===== config.mk =====
export PLATFORM = sky130hd
export DESIGN_NAME = async_fifo_wr_arbiter
export DESIGN_NICKNAME = d
export VERILOG_FILES = /design/src/rtl/async_fifo_wr_arbiter.sv
export SDC_FILE = /design/constraint.sdc
export NUM_CORES = 1
export LEC_CHECK = 0
export BUFFER_PORTS_ARGS = -buffer_cell sky130_fd_sc_hd__clkbuf_2
export CORE_ASPECT_RATIO = 1.5
export CORE_MARGIN = 4
export CORE_UTILIZATION = 35
export CTS_CLUSTER_SIZE = 40
export DETAILED_ROUTE_END_ITERATION = 16
export PLACE_DENSITY = 0.76
export SETUP_SLACK_MARGIN = 0.02
export SYNTH_ARGS = -nofsm -noshare
export SYNTH_HDL_FRONTEND = slang
export SYNTH_SLANG_ARGS = --single-unit

===== constraint.sdc =====
create_clock -name clk_i -period 2.9 [get_ports clk_i]
set_clock_uncertainty 0.2 [all_clocks]
set_input_delay 0 -clock clk_i [delete_from_list [all_inputs] [get_ports clk_i]]
set_output_delay 0 -clock clk_i [all_outputs]
set_load 0.02 [all_outputs]

===== src/rtl/async_fifo_wr_arbiter.sv =====
// Round-robin write-port arbiter placed in front of async_fifo. It grants one
// requester at a time for a burst of up to MAX_BURST beats, forwards that
// requester's data to the FIFO write port and stalls while the FIFO is full.
module async_fifo_wr_arbiter #(
    parameter int NUM_REQ    = 4,
    parameter int DATA_WIDTH = 8,
    parameter int MAX_BURST  = 4
) (
    input  logic                          clk_i,
    input  logic                          rstn_i,
    input  logic [NUM_REQ-1:0]            req_valid_i,
    input  logic [NUM_REQ*DATA_WIDTH-1:0] req_data_i,
    output logic [NUM_REQ-1:0]            req_ready_o,
    output logic                          fifo_wr_en_o,
    output logic [DATA_WIDTH-1:0]         fifo_wr_data_o,
    input  logic                          fifo_full_i,
    output logic [NUM_REQ-1:0]            grant_o,
    output logic                          busy_o
);

    localparam int IDX_W  = (NUM_REQ > 1) ? $clog2(NUM_REQ) : 1;
    localparam int BEAT_W = $clog2(MAX_BURST + 1);

    typedef enum logic {
        IDLE  = 1'b0,
        GRANT = 1'b1
    } state_t;

    state_t              state_q, state_d;
    logic [NUM_REQ-1:0]  grant_q, grant_d;
    logic [IDX_W-1:0]    last_q, last_d;
    logic [BEAT_W-1:0]   beats_q, beats_d;

    logic                found;
    logic [IDX_W-1:0]    winner;
    logic                granted_valid;
    logic                beat_xfer;
    logic                burst_done;

    // Round-robin search starting just after the last granted index and ending
    // with that index itself; scanning from the far end lets the nearest hit win.
    always_comb begin
        int               idx;
        logic [IDX_W-1:0] cand;
        found  = 1'b0;
        winner = last_q;
        idx    = 0;
        cand   = '0;
        for (int k = NUM_REQ; k >= 1; k--) begin
            idx  = (int'(last_q) + k) % NUM_REQ;
            cand = IDX_W'(idx);
            if (req_valid_i[cand]) begin
                found  = 1'b1;
                winner = cand;
            end
        end
    end

    // While granted, last_q holds the granted index, so the grant mask alone
    // tells whether the owner is presenting a beat.
    always_comb begin
        granted_valid = |(req_valid_i & grant_q);
        beat_xfer     = (state_q == GRANT) && granted_valid && !fifo_full_i;
        burst_done    = beat_xfer && ((beats_q + BEAT_W'(1)) == BEAT_W'(MAX_BURST));
    end

    // Next-state logic: grant from IDLE, count beats, and hand over directly to
    // the next winner on release so back-to-back bursts have no idle bubble.
    always_comb begin
        state_d = state_q;
        grant_d = grant_q;
        last_d  = last_q;
        beats_d = beats_q;
        case (state_q)
            IDLE: begin
                if (found) begin
                    state_d = GRANT;
                    grant_d = {{(NUM_REQ-1){1'b0}}, 1'b1} << winner;
                    last_d  = winner;
                    beats_d = '0;
                end
            end
            GRANT: begin
                if (burst_done || !granted_valid) begin
                    beats_d = '0;
                    if (found) begin
                        grant_d = {{(NUM_REQ-1){1'b0}}, 1'b1} << winner;
                        last_d  = winner;
                    end else begin
                        state_d = IDLE;
                        grant_d = '0;
                    end
                end else if (beat_xfer) begin
                    beats_d = beats_q + BEAT_W'(1);
                end
            end
            default: begin
                state_d = IDLE;
                grant_d = '0;
                beats_d = '0;
            end
        endcase
    end

    // State registers; reset points last at NUM_REQ-1 so requester 0 wins first.
    always_ff @(posedge clk_i or negedge rstn_i) begin
        if (!rstn_i) begin
            state_q <= IDLE;
            grant_q <= '0;
            last_q  <= IDX_W'(NUM_REQ - 1);
            beats_q <= '0;
        end else begin
            state_q <= state_d;
            grant_q <= grant_d;
            last_q  <= last_d;
            beats_q <= beats_d;
        end
    end

    // FIFO-side and requester-side outputs, all derived from the registered grant.
    always_comb begin
        fifo_wr_en_o   = beat_xfer;
        req_ready_o    = grant_q & {NUM_REQ{~fifo_full_i}};
        grant_o        = grant_q;
        busy_o         = (state_q == GRANT);
        fifo_wr_data_o = '0;
        for (int i = 0; i < NUM_REQ; i++) begin
            if (grant_q[i]) begin
                fifo_wr_data_o = fifo_wr_data_o | req_data_i[i*DATA_WIDTH +: DATA_WIDTH];
            end
        end
    end

endmodule


Word-level counts from Yosys, hierarchy flattened
Cells that the tools add are included.

Logic and storage cells: 68. Flip-flop bits (word level): 10. Output and inout bits: 18. Input bits: 39.

Multiplexer cells: 34. Eq/ne operators: 4. Shifts and indexed selects: 1. Magnitude comparators: 4. Bitwise operators: 7. Reductions and logical operators: 9. $add $sub $neg: 5.

Operators with widths (number): 8-bit two-way mux (4); 8-bit OR (3); 2-bit by 3-bit less-than comparator with 1-bit output (second input constant) (4); 2-bit two-way mux (6); 4-bit two-way mux (3); 1-bit two-way mux (10); 3-bit two-way mux (3); 4-bit AND (2); 1-bit binary-select mux with 2-bit select (4); 4-bit case mux with 2 select lines (1); 3-bit case mux with 2 select lines (1); 2-bit by 1-bit adder with 2-bit output (second input constant) (2); 2-bit adder (second input constant) (2); 2-bit case mux with 2 select lines (1); 2-bit AND reduction (2); 4-bit OR reduction (1); 1-bit by 2-bit << shifter with 4-bit output (first input constant) (1); 3-bit by 1-bit adder with 3-bit output (second input constant) (1); 3-bit == test (second input constant) (1); 1-bit logical AND (3); 3-bit by 2-bit != test with 1-bit output (second input constant) (1); 1-bit logical NOT (2); 2-bit by 1-bit != test with 1-bit output (second input constant) (1); 2-bit != test (second input constant) (1); 3 further kinds (4).

Depth between registers and ports, before layout
Gate-level depths: netlist of run 1.

Depth after elaboration: 11. Mapped depth: 5. Depth with buffers taken out: 5.

Worst setup path before layout of run 1
Ideal clock, no wire load.

Kind: register -> register. Start point: register grant_q[2] (netlist: grant_o[2]). End point: register beats_q[0]. Stages on the path, launching flop included: 5. Library setup time: 0.125 ns. Buffers on the path: 0. Path slack: 1.232 ns. Data required time: 2.575 ns. Data arrival time: 1.343 ns. Clock period less this slack: 1.668 ns. Path through: dfrtp_1 -> a22o_1 -> o21ai_2 -> nor2_1 -> mux2_2.

Word-level cells in the longest chain between the ends: 8. Elaborated cells between the ends (all ways): 11. Classes of those cells: eq/ne: 1; mux: 2; bitwise: 1; reduce/logical: 7.

RTL lines: start, declared (line 30) `logic [NUM_REQ-1:0] grant_q, grant_d;`; start signal, assigned (line 114) `grant_q <= grant_d;`; 4-bit AND * (line 62) `granted_valid = |(req_valid_i & grant_q);`; 4-bit OR reduction * (line 62); 1-bit logical AND * (2 in series) (line 63) `beat_xfer = (state_q == GRANT) && granted_valid && !fifo_full_i;`; net fifo_wr_en_o (line 14) `output logic fifo_wr_en_o,`; 1-bit logical AND (line 64) `burst_done = beat_xfer && ((beats_q + BEAT_W'(1)) == BEAT_W'(MAX_BURST));`; 1-bit logical OR (line 84) `if (burst_done || !granted_valid) begin`; 3-bit two-way mux / 3-bit by 2-bit != test with 1-bit output (equally long branches); 3-bit case mux with 2 select lines / 2-bit AND reduction (equally long branches); end signal, assigned (line 116) `beats_q <= beats_d;`; end, declared (line 32) `logic [BEAT_W-1:0] beats_q, beats_d;`.

Mark *: on every way through the listed nets, which the timed path passes. The rest lies on a longest branch. A chain may end at the register's enable or synchronous reset.

Worst setup path in the final report of run 1
Start point: register grant_q[2] (netlist: grant_o[2]). End point: register last_q[0].

Word-level cells in the longest chain between the ends: 7. Elaborated cells between the ends (all ways): 8. Classes of those cells: eq/ne: 1; bitwise: 1; reduce/logical: 6.

RTL lines: 4-bit AND * (line 62); 4-bit OR reduction * (line 62); 1-bit logical AND (2 in series) (line 63); 1-bit logical AND (line 64); 1-bit logical OR * (line 84); 2-bit by 1-bit != test with 1-bit output (no line) *; end signal, assigned (line 110) `last_q <= IDX_W'(NUM_REQ - 1);`; end signal, assigned (line 115) `last_q <= last_d;`; end, declared (line 31) `logic [IDX_W-1:0] last_q, last_d;`.

Every way passes the cells marked *; elsewhere a longest branch is shown, timed or not.

==> results of run 1 <==
## stage by stage
| step | power, µW | setup slack, ns |
|---|---|---|
| finish | 958.2 | 1.071 |
| global route | 1034 | 0.9658 |
| CTS | 960.2 | 1.071 |
| detailed placement | 856.4 | 1.091 |
| global placement | 839.7 | 1.131 |
| floorplan | 677.9 | 1.232 |
## how the worst max path moves through the flow
stage / start / end / slack (ns) / cells after the start
2_1_floorplan: grant_o[2]$_DFFE_PN0P_ / beats_q[0]$_DFFE_PN0P_ / 1.23 / 4
3_3_place_gp: grant_o[2]$_DFFE_PN0P_ / last_q[1]$_DFFE_PN1P_ / 1.13 / 4
3_5_place_dp: grant_o[2]$_DFFE_PN0P_ / last_q[0]$_DFFE_PN1P_ / 1.09 / 4
4_1_cts: grant_o[2]$_DFFE_PN0P_ / fifo_wr_en_o / 1.07 / 4
5_1_grt: grant_o[3]$_DFFE_PN0P_ / fifo_wr_en_o / 0.97 / 4
6_report: grant_o[2]$_DFFE_PN0P_ / last_q[0]$_DFFE_PN1P_ / 1.07 / 4
## cells by family (layout without fill, tap and decap cells)
kind of cell    count (synthesis)  count (layout)
simple gates                   22              22
buf+inv                         9              68
flops                          10              10
fa+ha+maj                       2               2
mux                             3               3
compound gates                 36              36
## synthesized netlist by cell type, types with 2 or more instances
master and instances:
o21ai_0 3, nand2_1 8, clkbuf_1 4, nor2_1 5, mux2_4 2, dfstp_2 2
ha_1 2, dfrtp_1 8, inv_1 4, a32o_1 6, nor2b_1 6, a22oi_1 16
## routing by layer
metal,vias to the layer above,GRT usage,part of all wire
met5,-,0,0
met4,0,0.04270,0.012
met3,9,0.03836,0.15
met2,65,0.3000,0.48
met1,413,0.1664,0.35
li1,439,-,-
## registers in the layout, indices dropped and copies added, names as in the netlist
name     cells
grant_o      4
last_q       2
busy_o       1
beats_q      3
## critical path, cell delays in order, from the launching register on
cell	delay, ns
dfrtp_1	0.53
a22o_1	0.28
o21ai_2	0.23
o21a_4	0.21
mux2_4	0.30
## report_power, final
| part | internal (µW) | total, µW | leakage [µW] | switching (µW) |
|---|---|---|---|---|
| clock | 53.0 | 100 | 0.0000150 | 47.3 |
| combinational | 261 | 568 | 0.000452 | 306 |
| sequential | 195 | 290 | 0.000123 | 95.2 |
## final cells by class
type | count | area [µm²] | share of cell area
multi-input cells | 63 | 474.2 | 0.4249
repair buffers | 60 | 320.3 | 0.2870
flip-flops and latches | 10 | 252.7 | 0.2265
well taps | 22 | 27.53 | 0.02466
clock buffers | 4 | 26.28 | 0.02354
inverters | 4 | 15.01 | 0.01345
## cell usage in the layout, fill, tap and decap left out, types with 2 or more instances in the layout
master and instances:
a22oi_1 16, nor2_1 5, inv_1 4, o21ai_0 3, nor2b_1 6, clkbuf_4 3
dlygate4sd3_1 4, ha_1 2, nand2_1 8, dfstp_2 2, a32o_1 6, dfrtp_1 8
mux2_4 2, clkbuf_2 56
## repair_timing
action                                  CTS  global route
hold endpoints to repair                 11             0
endpoints found under the setup margin    0             0
hold buffers                              4             0
==> key figures, run 1 <==
Outcome
  – Run status: completed

Global routing
  – Global-route wire length before repair: 3.719 mm
  – Vias in the first global route: 869
  – Largest net degree at the start of global routing: 13
  – GRT Total Usage: 0.1602
  – Initial antenna violation count: 0
  – Grt ovf: 0

Clock network
  – Clock Sinks: 10
  – Post-CTS Setup Inserts: 0
  – CTS tree: yes
  – PostCTS Resize Cnt: 0
  – Root Driver: clkbuf_4
  – Clk pin slew, worst setup/hold paths: 0.06 ns
  – Worst-Skew Late Latency: 0.27 ns
  – CTS Buf Count: 3
  – CTS max path bufs: 2
  – H-tree depth: 1

Synth
  – Cell taking the most area after synthesis: dfrtp_1
  – Compound-Gate Fraction of Synth Area: 0.3860
  – Mapped Nets: 123
  – Syn_area_per_cell: 9.369 µm²
  – Synth Area in Adders: 0.03257
  – EDFF count, synth: 0
  – Mapped Area: 768.2 µm²
  – Ys Warns: 0
  – Top post-synthesis cells by area: dfrtp_1 26%, a22oi_1 16%, a32o_1 7.8%
  – Post-synth ARST share: 1.000
  – Seq/Total Area, Yosys: 0.3290
  – Share of the synthesized area in the top cell type: 0.2606
  – Synth Area in Simple Gates: 0.1450
  – Count of different cell masters after synthesis: 28
  – Ys flop type: dfrtp_1
  – Post-Synthesis Cells: 82
  – Flops & latches, synth: 10
  – Multiplexer share of the synthesized area: 0.05375
  – Largest family of logic cells by synthesized area: compound AO/OA/AOI/OAI gates
  – Synth Area in XOR/XNOR: 0

Timing
  – Max-slew violation count: 0
  – Final hold vios: 0
  – Tcrit/Tclk final: 0.6307
  – Hold Slack: 0.06465 ns
  – Final setup TNS: 0 ns
  – Least-Margin Pin Slew: 0.4168 ns
  – RSZ-0062 raised after global routing: no
  – Min cycle time layout: 1.829 ns
  – Max Clk Rate: 546.7 MHz
  – Final setup viols: 0
  – Rel. slew slack: 0.7221

Detailed routing
  – Vias per cell: 5.681
  – Post-Route WL: 2.360 mm
  – # DRC: 0
  – 1st-pass router iterations: 4
  – WL/cell: 14.48 µm
  – Antenna-violating nets left: 0
  – Vias: 926
  – First DRT Iteration DRCs: 20

Critical path
  – Crit Path Class: register to register
  – CP endpoint kind: register
  – R2r setup slk: 1.07 ns
  – Worst Reg-to-Reg Cells: 4
  – Critical path fanouts, max: 12
  – CP Data Arrival Time: 1.81 ns
  – FF-to-FF End: last_q[0]$_DFFE_PN1P_
  – Crit path launch type: register
  – WP data required: 2.88 ns
  – RR Startpoint: grant_o[2]$_DFFE_PN0P_

Cells and area
  – Filler cell count: 199
  – Final non-filler cell total: 163
  – Final Util: 0.5439
  – Diodes inserted: 0
  – Final Net Count: 183
  – Area grow syn2layout: 45.28%
  – Final Cell Area: 1116 µm²
  – Layout cells sized above 1: 0.4965

Placement
  – IO Port Bufs: 56
  – GP Congestion: 0.8254
  – Placement Cell Area: 1050 µm²
  – Dpl cells: 155

Hold path
  – Hold Path Class: input pin to asynchronous set/reset pin

Job
  – Max-cap violations: 0

Pwr
  – Leak Pwr: 0.0005907 µW
  – P per Cell Area: 858.5 nW/µm²
  – Worst VDD drop: 0.3510 mV

Floorplanning
  – Die footprint: 3024 µm²
  – I/O Pins: 57
  – Site Rows: 20
  – Width of the die: 46.26 µm
  – Initial core utilization: 0.3744
  – CORE AREA: 2052 µm²
  – DIE HEIGHT: 65.38 µm
(Power assumes the default switching activity.)
==> run 2: changes to the inputs <==
==> constraint.sdc (replaced) <==
create_clock -name clk_i -period 1.85 [get_ports clk_i]
set_clock_uncertainty 0.2 [all_clocks]
set_input_delay 0 -clock clk_i [delete_from_list [all_inputs] [get_ports clk_i]]
set_output_delay 0 -clock clk_i [all_outputs]
set_load 0.02 [all_outputs]
==> key figures, run 2 (synthesized netlist as in run 1, its figures left out) <==
Outcome
  – Run status: completed

Floorplanning
  – Site Rows: 20 (unchanged)
  – DIE HEIGHT: 65.38 µm (unchanged)
  – I/O Pins: 57 (unchanged)
  – CORE AREA: 2052 µm² (unchanged)
  – Die footprint: 3024 µm² (unchanged)
  – Initial core utilization: 0.3744 (unchanged)
  – Width of the die: 46.26 µm (unchanged)

Clock network
  – Clock Sinks: 10 (unchanged)
  – Clk pin slew, worst setup/hold paths: 0.06 ns (about the same)
  – H-tree depth: 1 (unchanged)
  – Root Driver: clkbuf_4
  – CTS Buf Count: 3 (unchanged)
  – CTS tree: yes
  – CTS max path bufs: 2 (unchanged)
  – Worst-Skew Late Latency: 0.26 ns (about the same)

Critical path
  – CP Data Arrival Time: 1.69 ns (-0.12 ns)
  – Critical path fanouts, max: 5 (-7)
  – WP data required: 1.79 ns (-1.09 ns)
  – Crit Path Class: register to register
  – CP endpoint kind: register
  – Crit path launch type: register

Placement
  – IO Port Bufs: 56 (unchanged)
  – Placement Cell Area: 1080 µm² (+2.9%)
  – Detailed Place HPWL: 1.856 mm
  – GP Congestion: 0.8949 (+8.4%)
  – Dpl cells: 159 (+2.6%)

Detailed routing
  – WL/cell: 13.34 µm (-7.9%)
  – Vias per cell: 5.425 (-4.5%)
  – # DRC: 0 (unchanged)
  – Vias: 906 (-2.2%)
  – Antenna-violating nets left: 0 (unchanged)
  – Post-Route WL: 2.227 mm (-5.6%)
  – First DRT Iteration DRCs: 6 (-70%)
  – 1st-pass router iterations: 2 (-2)

Cells and area
  – Final Cell Area: 1161 µm² (+4.0%)
  – Final non-filler cell total: 167 (+2.5%)
  – Max reg flops: 4 (unchanged)
  – Commonest cells after routing, fill and taps aside: 55 x clkbuf_2, 16 x a22oi_1, 8 x nand2_1, 8 x dfrtp_1
  – Multi-input gate area in the final layout: 480.5 µm² (+1.3%)
  – Area grow syn2layout: 51.14%
  – Commonest non-fill, non-tap cell in the layout: clkbuf_2
  – Final Util: 0.5659 (+0.02195)
  – Final Net Count: 188 (+2.7%)
  – Filler cell count: 189 (-5.0%)
  – Layout cells sized above 1: 0.5241 (+0.02768)
  – Diodes inserted: 0 (unchanged)
  – Seq. cell area: 252.7 µm² (unchanged)

Global routing
  – GRT Total Usage: 0.1495 (-0.01075)
  – Initial antenna violation count: 0 (unchanged)
  – Grt ovf: 0 (unchanged)
  – Vias in the first global route: 824 (-5.2%)
  – Global-route wire length before repair: 3.450 mm (-7.2%)
  – Largest net degree at the start of global routing: 12 (-1)

Timing
  – Rel. slew slack: 0.7542 (+0.03211)
  – Max-slew violation count: 0 (unchanged)
  – Least-Margin Pin Slew: 0.3674 ns (-0.04937 ns)
  – Final hold vios: 0 (unchanged)
  – Final setup viols: 0 (unchanged)
  – Max Clk Rate: 574.4 MHz (+5.1%)
  – Tcrit/Tclk final: 0.9411 (+0.3103)
  – RSZ-0062 raised after global routing: no
  – Min cycle time layout: 1.741 ns (-0.08811 ns)
  – Final setup TNS: 0 ns (unchanged)

Job
  – Max-cap violations: 0 (unchanged)

Pwr
  – Worst VDD drop: 0.6434 mV (+83%)
  – Leak Pwr: 0.0006254 µW (+5.9%)
  – Final Power: 1537 µW (+60%)
  – P per Cell Area: 1324 nW/µm² (+54%)

Hold path
  – Hold Path Class: input pin to asynchronous set/reset pin
run 2: per-stage QoR:
step | setup slack (ns) | hold WS [ns]
CTS | 0.05784 | 0.03809
detailed placement | 0.1325 | -0.3226
floorplan | 0.1825 | -0.4956
finish | 0.1091 | 0.04073
global placement | 0.1558 | -0.3281
global route | 0.06897 | 0.08167
run 2: worst paths after layout:
kind,start,end,slack [ns],cells after the start
max,last_q[0]$_DFFE_PN1P_,grant_o[1]$_DFFE_PN0P_,0.11,4
min,rstn_i,last_q[1]$_DFFE_PN1P_,0.04,2
max reg2reg,last_q[0]$_DFFE_PN1P_,grant_o[1]$_DFFE_PN0P_,0.11,4
min reg2reg,beats_q[1]$_DFFE_PN0P_,beats_q[1]$_DFFE_PN0P_,0.31,1
max in group asynchronous,rstn_i,grant_o[1]$_DFFE_PN0P_,0.62,3
min in group clk_i,fifo_full_i,beats_q[1]$_DFFE_PN0P_,0.09,3
run 2: layout make-up:
type | instances | area share
tap | 22 | 0.02371
sequential | 10 | 0.2177
multi-input combinational | 63 | 0.4138
clock buffer | 3 | 0.01940
inverter | 4 | 0.01293
timing repair buffer | 65 | 0.3125
run 2: where the power goes:
part / switching [µW] / total (µW) / internal [µW] / leakage (µW)
combinational: 571 / 1030 / 455 / 0.000488
clock: 67.6 / 142 / 74.8 / 0.0000138
sequential: 61.5 / 369 / 307 / 0.000123
run 2: routing by layer:
layer / vias to the layer above / part of all wire / wire, µm / track usage
li1: 450 / - / - / -
met1: 404 / 0.34 / 760 / 0.1613
met2: 48 / 0.50 / 1118 / 0.2724
met3: 4 / 0.14 / 319 / 0.03562
met4: 0 / 0.013 / 29 / 0.04270
met5: - / 0 / 0 / 0
run 2: timing repair:
| action | 4_1_cts | 5_1_grt |
|---|---|---|
| resized for setup | 0 | 2 |
| hold buffers | 4 | 0 |
| endpoints found under the setup margin | 0 | 2 |
| endpoints found under the hold margin | 11 | 0 |
| buffers inserted | 0 | 2 |
run 2: critical path, stage by stage, from the launching register on:
cell	delay [ns]
dfstp_2	0.57
nor2b_1	0.06
a21o_2	0.20
a221o_1	0.34
a32o_1	0.26
==> run 3: changes to the inputs <==
--- a/config.mk
+++ b/config.mk
@@ -7,7 +7,7 @@
 export LEC_CHECK = 0
 export BUFFER_PORTS_ARGS = -buffer_cell sky130_fd_sc_hd__clkbuf_2
 export CORE_ASPECT_RATIO = 1.5
-export CORE_MARGIN = 4
+export CORE_MARGIN = 2
 export CORE_UTILIZATION = 35
 export CTS_CLUSTER_SIZE = 40
 export DETAILED_ROUTE_END_ITERATION = 16
==> key figures, run 3 (synthesized netlist as in run 1, its figures left out) <==
Outcome
  – Run status: completed

Cells and area
  – Layout cells sized above 1: 0.5172 (-0.006897)
  – Max reg flops: 4 (unchanged)
  – Final Cell Area: 1156 µm² (-0.43%)
  – Commonest cells after routing, fill and taps aside: 56 x clkbuf_2, 16 x a22oi_1, 8 x nand2_1, 8 x dfrtp_1
  – Commonest non-fill, non-tap cell in the layout: clkbuf_2
  – Area grow syn2layout: 50.49%
  – Diodes inserted: 0 (unchanged)
  – Final Net Count: 187 (-0.53%)
  – Filler cell count: 189 (unchanged)

Detailed routing
  – First DRT Iteration DRCs: 15 (+9)
  – # DRC: 0 (unchanged)
  – WL/cell: 13.39 µm (+0.40%)
  – Post-Route WL: 2.236 mm (+0.40%)
  – Vias per cell: 5.437 (+0.22%)
  – 1st-pass router iterations: 4 (+2)
  – Antenna-violating nets left: 0 (unchanged)
  – Vias: 908 (+0.22%)

Clock network
  – CTS tree: yes
  – H-tree depth: 1 (unchanged)
  – Clock Sinks: 10 (unchanged)
  – Clk pin slew, worst setup/hold paths: 0.06 ns (about the same)
  – Worst-Skew Late Latency: 0.26 ns (about the same)
  – Post-CTS Setup Inserts: 0 (unchanged)
  – Root Driver: clkbuf_4
  – CTS max path bufs: 2 (unchanged)
  – CTS Buf Count: 3 (unchanged)

Placement
  – Placement Cell Area: 1080 µm² (unchanged)
  – Setup WS pre-CTS: 0.1310 ns (-0.001503 ns)
  – Detailed Place HPWL: 1.815 mm (-2.2%)
  – GP Congestion: 0.7975 (-11%)
  – IO Port Bufs: 56 (unchanged)

Global routing
  – Largest net degree at the start of global routing: 12 (unchanged)
  – Initial antenna violation count: 0 (unchanged)
  – Vias in the first global route: 870 (+5.6%)
  – GRT Total Usage: 0.1797 (+0.03028)
  – Global-route wire length before repair: 3.567 mm (+3.4%)
  – Grt ovf: 0 (unchanged)

Pwr
  – Final Power: 1584 µW (+3.1%)
  – Worst VDD drop: 0.5661 mV (-12%)
  – P per Cell Area: 1370 nW/µm² (+3.5%)
  – Leak Pwr: 0.0006174 µW (-1.3%)

Timing
  – Rel. slew slack: 0.7339 (-0.02036)
  – RSZ-0062 raised after global routing: no
  – Final hold vios: 0 (unchanged)
  – Tcrit/Tclk final: 0.9604 (+0.01936)
  – Final setup viols: 0 (unchanged)
  – Setup slack after layout: 0.07324 ns (-0.03582 ns)
  – Final setup TNS: 0 ns (unchanged)
  – Max-slew violation count: 0 (unchanged)
  – Min cycle time layout: 1.777 ns (+0.03582 ns)
  – Least-Margin Pin Slew: 0.3950 ns (+0.02758 ns)
  – Max Clk Rate: 562.8 MHz (-2.0%)

Floorplanning
  – I/O Pins: 57 (unchanged)
  – Die footprint: 2594 µm² (-14%)
  – Width of the die: 42.26 µm (-8.6%)
  – Initial core utilization: 0.3744 (unchanged)
  – DIE HEIGHT: 61.38 µm (-6.1%)
  – CORE AREA: 2052 µm² (unchanged)
  – Site Rows: 20 (unchanged)

Critical path
  – FF-to-FF End: grant_o[1]$_DFFE_PN0P_
  – Critical path fanouts, max: 5 (unchanged)
  – Cell mode on critical path: dlygate4sd3_1
  – Critical path cell sequence: dlygate4sd3_1 > clkbuf_2 > or4_4 > dlygate4sd3_1
  – Worst Reg-to-Reg Cells: 4 (unchanged)
  – RR Startpoint: last_q[0]$_DFFE_PN1P_
  – R2r setup slk: 0.12 ns (about the same)
  – CP endpoint kind: register
  – Top delay family on crit path: buffers and inverters
  – Critical Path Source: req_valid_i[2]
  – Crit path buf inv count: 3 (+3)
  – CP Data Arrival Time: 1.72 ns (+0.03 ns)
  – WP data required: 1.79 ns (about the same)
  – CP max-delay cell: dlygate4sd3_1
  – Crit Path Class: input pin to register
  – Crit path largest cell delay: 0.59 ns (+0.02 ns)
  – Crit path launch type: input pin

Hold path
  – Hold Path Class: input pin to asynchronous set/reset pin

Job
  – Max-cap violations: 0 (unchanged)
[run 3: changes by cell type in the layout (fill, tap and decap cells not counted), sizes merged]
cell / before / now
clkbuf: 58 / 60
dlygate4sd3: 3 / 4
buf: 6 / 4
dlymetal6s4s: 1 / 0
[run 3: cell type report]
type | count | area [µm²] | area share
repair buffers | 64 | 350.3 | 0.3030
well taps | 22 | 27.53 | 0.02381
clock buffers | 4 | 36.28 | 0.03139
inverters | 4 | 15.01 | 0.01299
flip-flops and latches | 10 | 252.7 | 0.2186
multi-input cells | 63 | 474.2 | 0.4102
[run 3: what timing repair did]
action                                 4_1_cts  5_1_grt
gates resized for setup                      0        0
endpoints found under the hold margin       11        0
hold buffers                                 4        0
[run 3: how the worst max path moves through the flow]
| stage | end | slack [ns] | depth (start not counted) |
|---|---|---|---|
| 6_report | busy_o$_DFF_PN0_ | 0.07 | 4 |
| 3_3_place_gp | last_q[0]$_DFFE_PN1P_ | 0.16 | 5 |
| 4_1_cts | busy_o$_DFF_PN0_ | 0.07 | 4 |
| 5_1_grt | grant_o[3]$_DFFE_PN0P_ | 0.04 | 4 |
| 3_5_place_dp | last_q[0]$_DFFE_PN1P_ | 0.13 | 5 |
| 2_1_floorplan | beats_q[0]$_DFFE_PN0P_ | 0.18 | 4 |
[run 3: metrics by stage]
step           std cells  utilization  hold slack [ns]
3_3_place_gp         159       0.5262          -0.3287
3_5_place_dp         159       0.5262          -0.3241
2_1_floorplan         82            -          -0.4956
6_report             167       0.5634          0.05484
5_1_grt              167       0.5634          0.05698
4_1_cts              167       0.5634          0.04165
[run 3: power breakdown]
group / internal (µW) / switching [µW]
logic: 449 / 572
clock network: 120 / 73.4
registers: 307 / 62.5
total: 876 / 708
[run 3: metal layers]
| layer | wire length [µm] | vias up | GRT usage |
|---|---|---|---|
| met5 | 0 | - | 0 |
| met4 | 37 | 0 | 0.08036 |
| met3 | 234 | 6 | 0.04692 |
| met2 | 1152 | 53 | 0.3560 |
| met1 | 811 | 403 | 0.1730 |
| li1 | - | 446 | - |
